File: src/rtl/synchronous_fifo_ext.sv
// Single-clock FIFO with standard/FWFT read, programmable almost flags, fill level and
// registered overflow/underflow pulses. Define SYNCHRONOUS_FIFO_PARITY_EN for per-word parity.
module synchronous_fifo_ext #(
  parameter int G_WIDTH  = 8,
  parameter int G_DEPTH  = 4,
  parameter int G_AFULL  = 12,
  parameter int G_AEMPTY = 4,
  parameter int G_FWFT   = 0
) (
  input  logic               i_clk,
  input  logic               i_rst_n,
  input  logic               i_wr,
  input  logic [G_WIDTH-1:0] i_data,
  input  logic               i_rd,
  output logic [G_WIDTH-1:0] o_data,
  output logic               o_valid,
  output logic               o_full,
  output logic               o_empty,
  output logic               o_almost_full,
  output logic               o_almost_empty,
  output logic [G_DEPTH:0]   o_fill_level,
  output logic               o_overflow,
  output logic               o_underflow,
  output logic               o_parity_err
);

  localparam int LP_ENTRIES = 2 ** G_DEPTH;
`ifdef SYNCHRONOUS_FIFO_PARITY_EN
  localparam int LP_MW = G_WIDTH + 1;
`else
  localparam int LP_MW = G_WIDTH;
`endif

  if (G_AFULL < 1 || G_AFULL > LP_ENTRIES) begin : g_bad_afull
    $error("synchronous_fifo_ext: G_AFULL out of range 1..2**G_DEPTH");
  end
  if (G_AEMPTY < 0 || G_AEMPTY > LP_ENTRIES - 1) begin : g_bad_aempty
    $error("synchronous_fifo_ext: G_AEMPTY out of range 0..2**G_DEPTH-1");
  end

  logic [LP_MW-1:0] r_mem [LP_ENTRIES];
  logic [G_DEPTH:0] r_wr_ptr;
  logic [G_DEPTH:0] r_rd_ptr;
  logic             r_overflow;
  logic             r_underflow;
  logic [G_DEPTH:0] w_fill;
  logic             w_full;
  logic             w_empty;
  logic             w_wr_ok;
  logic             w_rd_ok;
  logic [LP_MW-1:0] w_wdata;
  logic [LP_MW-1:0] w_head;

  // Flags come only from registered pointers; the extra MSB separates full from empty.
  assign w_fill  = r_wr_ptr - r_rd_ptr;
  assign w_full  = (w_fill == (G_DEPTH+1)'(LP_ENTRIES));
  assign w_empty = (w_fill == '0);
  assign w_wr_ok = i_wr && !w_full;
  assign w_rd_ok = i_rd && !w_empty;
  assign w_head  = r_mem[r_rd_ptr[G_DEPTH-1:0]];

`ifdef SYNCHRONOUS_FIFO_PARITY_EN
  assign w_wdata = {^i_data, i_data};
`else
  assign w_wdata = i_data;
`endif

  assign o_full         = w_full;
  assign o_empty        = w_empty;
  assign o_almost_full  = (w_fill >= (G_DEPTH+1)'(G_AFULL));
  assign o_almost_empty = (w_fill <= (G_DEPTH+1)'(G_AEMPTY));
  assign o_fill_level   = w_fill;
  assign o_overflow     = r_overflow;
  assign o_underflow    = r_underflow;

  always_ff @(posedge i_clk or negedge i_rst_n) begin
    if (!i_rst_n) begin
      r_wr_ptr    <= '0;
      r_rd_ptr    <= '0;
      r_overflow  <= 1'b0;
      r_underflow <= 1'b0;
    end else begin
      if (w_wr_ok) r_wr_ptr <= r_wr_ptr + 1'b1;
      if (w_rd_ok) r_rd_ptr <= r_rd_ptr + 1'b1;
      r_overflow  <= i_wr && w_full;
      r_underflow <= i_rd && w_empty;
    end
  end

  // Storage is deliberately not reset; the pointers alone define valid contents.
  always_ff @(posedge i_clk) begin
    if (w_wr_ok) r_mem[r_wr_ptr[G_DEPTH-1:0]] <= w_wdata;
  end

  if (G_FWFT != 0) begin : g_fwft
    // Gate the head word while empty so stale memory never shows on o_data.
    assign o_data  = w_empty ? '0 : w_head[G_WIDTH-1:0];
    assign o_valid = !w_empty;
  end else begin : g_std
    logic [G_WIDTH-1:0] r_data;
    logic               r_valid;
    always_ff @(posedge i_clk or negedge i_rst_n) begin
      if (!i_rst_n) begin
        r_data  <= '0;
        r_valid <= 1'b0;
      end else begin
        r_valid <= w_rd_ok;
        if (w_rd_ok) r_data <= w_head[G_WIDTH-1:0];
      end
    end
    assign o_data  = r_data;
    assign o_valid = r_valid;
  end

`ifdef SYNCHRONOUS_FIFO_PARITY_EN
  logic r_parity_err;
  always_ff @(posedge i_clk or negedge i_rst_n) begin
    if (!i_rst_n)                  r_parity_err <= 1'b0;
    else if (w_rd_ok && (^w_head)) r_parity_err <= 1'b1;
  end
  assign o_parity_err = r_parity_err;
`else
  assign o_parity_err = 1'b0;
`endif

endmodule

File: config.mk
export PLATFORM = sky130hd
export DESIGN_NAME = synchronous_fifo_ext
export DESIGN_NICKNAME = d
export VERILOG_FILES = /design/src/rtl/synchronous_fifo_ext.sv
export SDC_FILE = /design/constraint.sdc
export NUM_CORES = 1
export LEC_CHECK = 0
export CELL_PAD_IN_SITES_DETAIL_PLACEMENT = 1
export CELL_PAD_IN_SITES_GLOBAL_PLACEMENT = 1
export CORE_MARGIN = 4
export CORE_UTILIZATION = 40
export CTS_CLUSTER_DIAMETER = 50
export DETAILED_ROUTE_END_ITERATION = 6
export PLACE_DENSITY_LB_ADDON = 0.1
export SLEW_MARGIN = 20
export SYNTH_ARGS = -nofsm -noshare
export SYNTH_HDL_FRONTEND = slang
export SYNTH_SLANG_ARGS = --single-unit
File: constraint.sdc
create_clock -name i_clk -period 5.7 [get_ports i_clk]
set_input_delay 1.14 -clock i_clk [delete_from_list [all_inputs] [get_ports i_clk]]
set_output_delay 1.14 -clock i_clk [all_outputs]
set_load 0.03 [all_outputs]
==> results.json <==
{
  "die_h_um": 131,
  "setup-tns-final_ps": 0,
  "critPathLaunchType": "register",
  "cts_resized": 0,
  "root_buffer": "clkbuf_16",
  "min_period_over_period_pct": 75.9,
  "use_met1_pct": 21.0,
  "cts_buffers": 17,
  "synth_cell_type_count": 36,
  "preCtsSetupSlack_ps": 1790,
  "hp-class": "reg2reg",
  "drv_cap": 0,
  "maxSlewViolCount": 0,
  "min_period_ps": 4330,
  "synth_common_cells": "128 x edfxtp_1, 32 x mux4_2, 21 x dfrtp_1, 16 x and3_1, 16 x o22ai_1",
  "io_pins": 33,
  "grt_max_degree": 36,
  "synth_fp_nets": 337,
  "synthArstFlopShare_pct": 14.1,
  "io_buffer_count": 31,
  "core_mm2": 0.0147,
  "vias": 3003,
  "clkSlewWorstSetupHoldPaths_ps": 50,
  "met2_usage_pct": 27.4,
  "hold_viol": 0,
  "status": "finished, final reports clean",
  "synth.area.top_cells": "edfxtp_1 63%, mux4_2 12%, dfrtp_1 8.6%",
  "worst_pin_slew_ps": 840,
  "synth_ff_type": "edfxtp_1",
  "timing.fmax_ghz": 0.231,
  "num_antenna_cells": 0,
  "num_rows": 44,
  "cts_tree": "built",
  "p_per_area_mw_per_mm2": 623,
  "rsz0062_at_grt": "no",
  "instances_no_fill": 554,
  "fin_ws_ps": 1370,
  "ys_seq_elements": 149,
  "place_inst": 522,
  "cts_setup_buffers": 0,
  "clock_sinks": 149,
  "post-route-util_pct": 48.9,
  "multi_input_area_mm2": 0.00160,
  "fillCellCount": 1348,
  "r2r-end": "r_mem[11][5]",
  "reg2reg_slack_ps": 2420,
  "final_layout_size_suffix_gt1_share_pct": 22.2,
  "synth_edf_count": 128,
  "clock_skew_ps": 8.64,
  "yosys.area.top_type": "edfxtp_1",
  "p_leak_nw": 2.53,
  "h-tree-depth": 4,
  "num-nets-final": 379,
  "track_usage_pct": 16.3,
  "finalSetupViolCount": 0,
  "drtPass1Iterations": 4,
  "synth_top_area_share_pct": 63.2,
  "detail_route.iter0.violations": 203,
  "yosysSeqAreaShare_pct": 71.8,
  "die_x_um": 131,
  "cts_hold_buf": 0,
  "yosys_warnings": 0,
  "finalWirelength_um": 13100,
  "critPathKind": "reg2out",
  "synthCells": 315,
  "regArea_mm2": 0.00437,
  "antenna_left": 0,
  "hold_path_depth": 1,
  "worst_r2r_path_depth": 8,
  "vdd_drop_max_mv": 0.391,
  "wl_per_cell_um": 23.7,
  "busiest_layer": "met2",
  "use_met3_pct": 4.17,
  "syn_area_per_cell_um2": 19.3,
  "worstHoldEndpoint": "r_wr_ptr[4]",
  "arrival_ps": 3190,
  "crit_path_end_kind": "primary output",
  "worstPathMaxFanout": 14,
  "synth.cell_area_mm2": 0.00608,
  "synth.most_common_cell": "edfxtp_1",
  "dpl.hpwl_um": 8360,
  "critPathRequiredTime_ps": 4560,
  "antenna_found_initial": 0,
  "hold_start": "r_wr_ptr[4]",
  "dieArea_mm2": 0.0172,
  "grt_first_pass_wirelength_um": 20700,
  "reg2reg_from": "r_wr_ptr[0]",
  "cts_buffer_depth": 2,
  "start_util_pct": 41.4,
  "grt_pass1_vias": 3301,
  "syn_to_final_growth_pct": 18.2,
  "vias_per_cell": 5.42,
  "gp_congestion": 0.791,
  "drc": 0,
  "gr-total-overflow": 0,
  "clkLatencyLatePin_ps": 410,
  "slew_headroom_pct": 44.0
}
-- per-stage QoR --
stage                     power, mW  area (um2)  hold slack [ps]
after CTS                      4.54        7190              494
after detailed placement       3.36        6570              486
after global placement         3.32        6570              483
final                          4.48        7190              491
after global routing           4.74        7190              515
after floorplan                2.76        6080              460
-- state kept, by name, summed over array words and instances, names as in the netlist --
name         cells
r_mem          128
o_data           8
o_valid          1
o_underflow      1
o_overflow       1
r_wr_ptr         5
r_rd_ptr         5
-- layer usage --
layer  share of wire (%)  up-vias
li1                    -     1344
met1                  44     1583
met2                  52       64
met3                 3.5       12
met4                 1.1        0
met5                   0        -
-- placed cells by master (no fill, tap or decap), types with 5 or more instances in the layout --
master | synthesis | layout
a21oi_1 | 5 | 5
and3_1 | 16 | 16
clkbuf_16 | 0 | 17
clkdlybuf4s50_1 | 0 | 30
dfrtp_1 | 21 | 20
edfxtp_1 | 128 | 128
ha_1 | 9 | 9
inv_1 | 8 | 8
mux2_4 | 8 | 8
mux4_2 | 32 | 32
nand2_1 | 8 | 8
nor2_1 | 14 | 14
o22ai_1 | 16 | 16
xnor2_1 | 5 | 5
xor2_1 | 5 | 5
-- area by class of cell --
class	count	share of cell area (%)
Multi-Input combinational cell	146	22.2
Clock inverter	9	2.07
Inverter	8	0.418
Sequential cell	149	60.8
Tap cell	184	3.20
Timing Repair Buffer	35	4.66
Clock buffer	23	6.65
-- cell families after synthesis --
logic type      synth area share, %
compound gates                 3.17
xor+xnor                       1.97
other cells                  0.0617
flops                          71.8
fa+ha+maj                      2.18
simple gates                   4.65
buf+inv                        1.93
mux                            14.2
-- critical path, cell delays in order, from the launching register on --
cell and delay [ps]:
dfrtp_1 400, inv_1 120, ha_1 240, fa_1 430
nand2b_1 170, a21oi_1 210, xnor2_2 310, and2_1 220
clkdlybuf4s50_1 670
-- report_power, final --
part / total [mW] / internal, mW / switching, mW
clock: 1.18 / 0.766 / 0.410
combinational: 1.85 / 0.789 / 1.06
sequential: 1.45 / 1.36 / 0.0862
-- worst max-delay path by stage --
stage	startpoint	endpoint	slack, ps
after floorplan	r_wr_ptr[0]	o_almost_empty	1980
after global placement	r_wr_ptr[0]	o_full	1880
after detailed placement	r_wr_ptr[0]	o_full	1790
after CTS	r_wr_ptr[0]	o_full	1350
after global routing	r_rd_ptr[2]	o_full	1150
final	r_wr_ptr[0]	o_full	1370
Power figures use the tool's default switching activity.
